### src/rtl/if_id_pkg.sv
// Shared pipeline defines (precompiled.v set) and the IF/ID fetch-queue types.
`ifndef PRECOMPILED_V
`define PRECOMPILED_V
`define RstEnable   1'b1
`define RstDisable  1'b0
`define ZeroWord    32'h00000000
`define STOP        1'b1
`define NOSTOP      1'b0
`define InstAddrBus 31:0
`define InstBus     31:0
`define CtrlBus     5:0
`endif

package if_id_pkg;
  localparam logic [1:0] QDEPTH = 2'd2;

  typedef struct packed {
    logic [31:0] pc;
    logic [31:0] inst;
    logic        filled;
  } fetch_ent_t;

  typedef enum logic [1:0] {
    ID_HOLD,
    ID_BUBBLE,
    ID_LOAD
  } id_act_e;
endpackage

### src/rtl/if_fifo.sv
// Two-entry in-order fetch queue. Filled entries always form a prefix, so the
// oldest unfilled entry is slot 0 if it is unfilled, otherwise slot 1.
module if_fifo
  import if_id_pkg::*;
(
  input  logic        clk,
  input  logic        rst,
  input  logic        push_i,
  input  logic [31:0] push_pc_i,
  input  logic        fill_i,
  input  logic [31:0] fill_inst_i,
  input  logic        pop_i,
  input  logic        clear_i,
  output logic [31:0] head_pc_o,
  output logic [31:0] head_inst_o,
  output logic        head_rdy_o,
  output logic [1:0]  count_o,
  output logic [1:0]  unfilled_o
);
  fetch_ent_t [1:0] ent_q, ent_d, ent_f;
  logic [1:0] cnt_q, cnt_d, cnt_p;
  logic       full, fill0, fill1, do_pop, do_push;

  assign full    = (cnt_q == QDEPTH);
  assign fill0   = fill_i && (cnt_q != 2'd0) && !ent_q[0].filled;
  assign fill1   = fill_i && !fill0 && full && !ent_q[1].filled;
  assign do_pop  = pop_i && head_rdy_o;
  // The slot count is sampled before the pop so a full queue never pushes.
  assign do_push = push_i && !full;

  always_comb begin
    ent_f = ent_q;
    if (fill0) begin
      ent_f[0].inst   = fill_inst_i;
      ent_f[0].filled = 1'b1;
    end
    if (fill1) begin
      ent_f[1].inst   = fill_inst_i;
      ent_f[1].filled = 1'b1;
    end
    ent_d = ent_f;
    cnt_p = cnt_q;
    if (do_pop) begin
      ent_d[0] = ent_f[1];
      ent_d[1] = '0;
      cnt_p    = cnt_q - 2'd1;
    end
    cnt_d = cnt_p;
    if (do_push) begin
      ent_d[cnt_p[0]].pc     = push_pc_i;
      ent_d[cnt_p[0]].inst   = `ZeroWord;
      ent_d[cnt_p[0]].filled = 1'b0;
      cnt_d                  = cnt_p + 2'd1;
    end
    if (clear_i) begin
      ent_d = '0;
      cnt_d = '0;
    end
  end

  always_ff @(posedge clk or posedge rst) begin
    if (rst == `RstEnable) begin
      ent_q <= '0;
      cnt_q <= '0;
    end else begin
      ent_q <= ent_d;
      cnt_q <= cnt_d;
    end
  end

  assign head_pc_o   = ent_q[0].pc;
  assign head_inst_o = ent_q[0].inst;
  assign head_rdy_o  = (cnt_q != 2'd0) && ent_q[0].filled;
  assign count_o     = cnt_q;
  assign unfilled_o  = {1'b0, (cnt_q != 2'd0) && !ent_q[0].filled}
                     + {1'b0, full && !ent_q[1].filled};
endmodule

### src/rtl/if_id.sv
// IF/ID stage: fetch queue plus ID output register, with post-flush drop of
// stale memory returns. Optional bubble counter under IF_ID_PERF_EN.
module if_id
  import if_id_pkg::*;
#(
  parameter logic [31:0] NOP_INST = 32'h00000000
) (
  input  logic                clk,
  input  logic                rst,
  input  logic [`InstAddrBus] pc,
  input  logic                ce,
  input  logic [`InstBus]     rom_inst,
  input  logic                rom_valid,
  input  logic [`CtrlBus]     stall,
  input  logic                flush,
  output logic [`InstAddrBus] id_pc,
  output logic [`InstBus]     id_inst,
  output logic                id_valid,
  output logic                stallreq_if
`ifdef IF_ID_PERF_EN
  ,
  output logic [31:0]         perf_bubbles
`endif
);
  logic [1:0]  cnt, unfilled, drop_q, drop_d;
  logic        push, fill, pop, head_rdy;
  logic [31:0] head_pc, head_inst;
  logic [31:0] id_pc_q, id_pc_d, id_inst_q, id_inst_d;
  logic        id_valid_q, id_valid_d;
  logic        unused_stall;
  id_act_e     act;

  assign unused_stall = ^stall[5:3];

  assign push = ce && (stall[0] == `NOSTOP) && !flush;
  assign fill = rom_valid && (drop_q == 2'd0);
  assign pop  = (act == ID_LOAD);

  if_fifo u_fifo (
    .clk        (clk),
    .rst        (rst),
    .push_i     (push),
    .push_pc_i  (pc),
    .fill_i     (fill),
    .fill_inst_i(rom_inst),
    .pop_i      (pop),
    .clear_i    (flush),
    .head_pc_o  (head_pc),
    .head_inst_o(head_inst),
    .head_rdy_o (head_rdy),
    .count_o    (cnt),
    .unfilled_o (unfilled)
  );

  always_comb begin
    act = ID_HOLD;
    if (flush)                   act = ID_BUBBLE;
    else if (stall[1] == `NOSTOP) act = head_rdy ? ID_LOAD : ID_BUBBLE;
    else if (stall[2] == `NOSTOP) act = ID_BUBBLE;
  end

  // On flush, every request still unanswered after this edge's return must be discarded.
  always_comb begin
    drop_d = drop_q;
    if (flush)
      drop_d = unfilled - {1'b0, fill && (unfilled != 2'd0)};
    else if (rom_valid && (drop_q != 2'd0))
      drop_d = drop_q - 2'd1;
  end

  always_comb begin
    id_pc_d    = id_pc_q;
    id_inst_d  = id_inst_q;
    id_valid_d = id_valid_q;
    case (act)
      ID_LOAD: begin
        id_pc_d    = head_pc;
        id_inst_d  = head_inst;
        id_valid_d = 1'b1;
      end
      ID_BUBBLE: begin
        id_pc_d    = `ZeroWord;
        id_inst_d  = NOP_INST;
        id_valid_d = 1'b0;
      end
      default: ;
    endcase
  end

  always_ff @(posedge clk or posedge rst) begin
    if (rst == `RstEnable) begin
      drop_q     <= 2'd0;
      id_pc_q    <= `ZeroWord;
      id_inst_q  <= NOP_INST;
      id_valid_q <= 1'b0;
    end else begin
      drop_q     <= drop_d;
      id_pc_q    <= id_pc_d;
      id_inst_q  <= id_inst_d;
      id_valid_q <= id_valid_d;
    end
  end

  assign id_pc       = id_pc_q;
  assign id_inst     = id_inst_q;
  assign id_valid    = id_valid_q;
  assign stallreq_if = (cnt == QDEPTH);

`ifdef IF_ID_PERF_EN
  logic [31:0] perf_q;

  always_ff @(posedge clk or posedge rst) begin
    if (rst == `RstEnable)   perf_q <= 32'd0;
    else if (act == ID_BUBBLE) perf_q <= perf_q + 32'd1;
  end

  assign perf_bubbles = perf_q;
`endif
endmodule

### config.mk
export PLATFORM = sky130hd
export DESIGN_NAME = if_id
export DESIGN_NICKNAME = d
export VERILOG_FILES = /design/src/rtl/if_id_pkg.sv /design/src/rtl/if_fifo.sv /design/src/rtl/if_id.sv
export SDC_FILE = /design/constraint.sdc
export NUM_CORES = 1
export LEC_CHECK = 0
export ABC_AREA = 1
export CORE_UTILIZATION = 55
export DETAILED_ROUTE_END_ITERATION = 10
export PLACE_DENSITY = 0.91
export SKIP_LAST_GASP = 1
export SYNTH_ARGS = -nofsm -noshare
export SYNTH_HDL_FRONTEND = slang
export SYNTH_SLANG_ARGS = --single-unit
### constraint.sdc
create_clock -name clk -period 12 [get_ports clk]
set_input_delay 3.6 -clock clk [delete_from_list [all_inputs] [get_ports clk]]
set_output_delay 3.6 -clock clk [all_outputs]
set_load 0.02 [all_outputs]
==> metrics.txt <==
Cell Area, Synth=approximately 9200 um2; Placed Cells=1408; Peak Freq=145 MHz; largest net degree at the start of global routing=~130; Clock Tree Buf Depth=2; Die Area=17200 um2; Max-Cap Viols=0; Worst Hold Class=register to register; residual DRC count=0; drt total wl=23300 um; first-pass GRT wire length=38400 um; GRT Util Overall=0.279; HPWL Detailed=approximately 13000 um; Data required, critical path=~12 ns; RR Endpoint=u_fifo.head_inst_o[25]; Power Density=131 nW/um2; crit end category=register; filler cell count=1228; reg-to-reg startpoint=u_fifo.count_o[0]; number of setup violations in the final report=0; Initial Util=0.570; clk_skew=about 0.0094 ns; Hold Path Cell Cnt=2; Final period util=0.575; Pre-Repair DR Iteration Count=5; post-synthesis sequential area ratio=0.542; Worst VDD drop=0.000104 V; Synth Instances=~1100; PortBufs=137; Clock Pin Slew Worst Setup and Hold Paths=approximately 0.070 ns; Setup CP Type=primary input to register; gr ovfl total=0; Fin Setup TNS=0 ns; H-tree Lvls=4; yosys warns=0; CP startpoint=flush; final net count=1294; R2R depth=16; filler-free cell count of the finished design=roughly 1400; Root Driver=clkbuf_16; Worst Hold Path EP=id_valid; vias in the first global route=~7800; status=complete, no violations; Reg2Reg Setup Slack=7.85 ns; crit start category=primary input; postcts setup bufs=0; minimum clock period=roughly 6.9 ns; arrival time at the worst endpoint=7.19 ns; DRT iter0 DRCs=845; critical path fanouts, max=between 70 and 80; Leakage=5.04 nW; antenna-violating nets left=0; Die H=131 um; RePlAce Congestion=0.802; Post-CTS Hold Fix Bufs=0; clk sinks=199; Slew Limit Fails=0; post-synth cell types=28; proportion of layout cells with a drive suffix above 1=0.0417; routed len/inst=16.2 um; insertion delay to the later sink of the worst-skew pair=between 0.4 and 0.5 ns; Hold Vio Cnt, Final=0; Least-Margin Pin Slew=1.23 ns; RSZ-0062 raised after global routing=false; Chip Width=131 um; TritonCTS Buffers=17; Area growth syn-to-layout=21.4%; via count=~8200; I/O pins=141; CTS tree=done; initial antenna violation count=0; cts repair resizes=0; synthesized flop and latch total=199; core area=16100 um2; cell row count=46; syn_nets=1212; Ant. Diodes=0; HP Start=id_valid; vias per inst=between 5 and 6; Avg Cell Area, Syn=8.14 um2; Slew headroom=0.181
[critical path, stage by stage]
cell	delay, ns
clkdlybuf4s50_1	0.60
inv_4	0.67
nand2_1	0.20
nor2_4	0.79
a21oi_2	0.19
nand2_2	0.51
buf_4	0.48
a21oi_1	0.11
[cells by family after synthesis]
group / after synthesis / synth area share
compound gates: 232 / 0.127
xor+xnor: 1 / 0.000954
fa+ha+maj: 8 / 0.0109
buf+inv: 193 / 0.0873
flops: 199 / 0.542
simple gates: 496 / 0.232
[layer usage]
metal	up-vias	track usage	part of all wire
met5	-	0	0
met4	0	0.110	0.021
met3	48	0.0525	0.062
met2	358	0.458	0.50
met1	3935	0.365	0.42
li1	3815	-	-
[layout by cell type (no fill, tap or decap), types with 4 or more instances in the layout]
cell type        instances
nor2_1                 104
nand2_1                245
buf_4                    6
inv_1                  107
a21oi_1                 69
o21ai_1                 23
bufinv_16                4
clkbuf_8                 4
clkbuf_16               17
o21ai_0                139
dfrtp_1                199
clkdlybuf4s50_1        137
clkbuf_1                 5
nand4_1                 35
nand3_1                 99
ha_1                     7
[how the worst max path moves through the flow]
| stage | endpoint | slack, ns |
|---|---|---|
| finish | u_fifo.ent_q[83] | 5.10 |
| global route | u_fifo.head_inst_o[0] | 4.97 |
| CTS | u_fifo.ent_q[83] | 5.20 |
| detailed placement | u_fifo.ent_q[83] | 4.76 |
| global placement | u_fifo.ent_q[65] | 4.79 |
| floorplan | drop_q[0] | 2.97 |
[Yosys cell counts, drive strengths merged]
master | instances | share of area
o21ai | 162 | 0.088
clkinv | 1 | 0.00041
dfrtp | 199 | 0.54
nor3 | 2 | 0.0011
nand2 | 249 | 0.10
buf | 34 | 0.022
clkbuf | 46 | 0.019
nand4 | 36 | 0.025
ha | 8 | 0.011
or2 | 2 | 0.0014
xnor2 | 1 | 0.00095
nor2 | 107 | 0.046
inv | 112 | 0.046
nand3 | 100 | 0.056
a21oi | 70 | 0.039
[state kept, by name, indices dropped and copies added (netlist names)]
signal and flops:
u_fifo.count_o 2, u_fifo.head_pc_o 32, u_fifo.head_inst_o 32, drop_q 2, id_inst 32, u_fifo.ent_q 34, u_fifo.ent_f 32, id_pc 32
id_valid 1
[power breakdown]
group          switching [mW]  internal, mW
sequential            0.00792         0.686
clock                   0.245         0.373
combinational           0.103        0.0492
total                   0.356          1.11
[cell type report]
class / instances / area (um2) / share of cell area
inverter: 113 / 434 / 0.0389
multi-input combinational: 737 / 3420 / 0.306
clock buffer: 26 / 499 / 0.0448
sequential: 199 / 4980 / 0.446
timing repair buffer: 143 / 1420 / 0.127
tap: 216 / 270 / 0.0242
clock inverter: 6 / 138 / 0.0123
[through the flow]
stage                     hold slack, ns  area, um2  power, mW   util  setup slack [ns]
final                              0.482      11200       1.46  0.692              5.10
after global routing               0.513      11200       1.52  0.692              4.97
after CTS                          0.485      11200       1.47  0.692              5.20
after detailed placement           0.467      10500      0.857  0.653              4.76
after global placement             0.463      10500      0.852  0.653              4.79
after floorplan                    0.483       9190      0.799      -              2.97
Power figures use the tool's default switching activity.
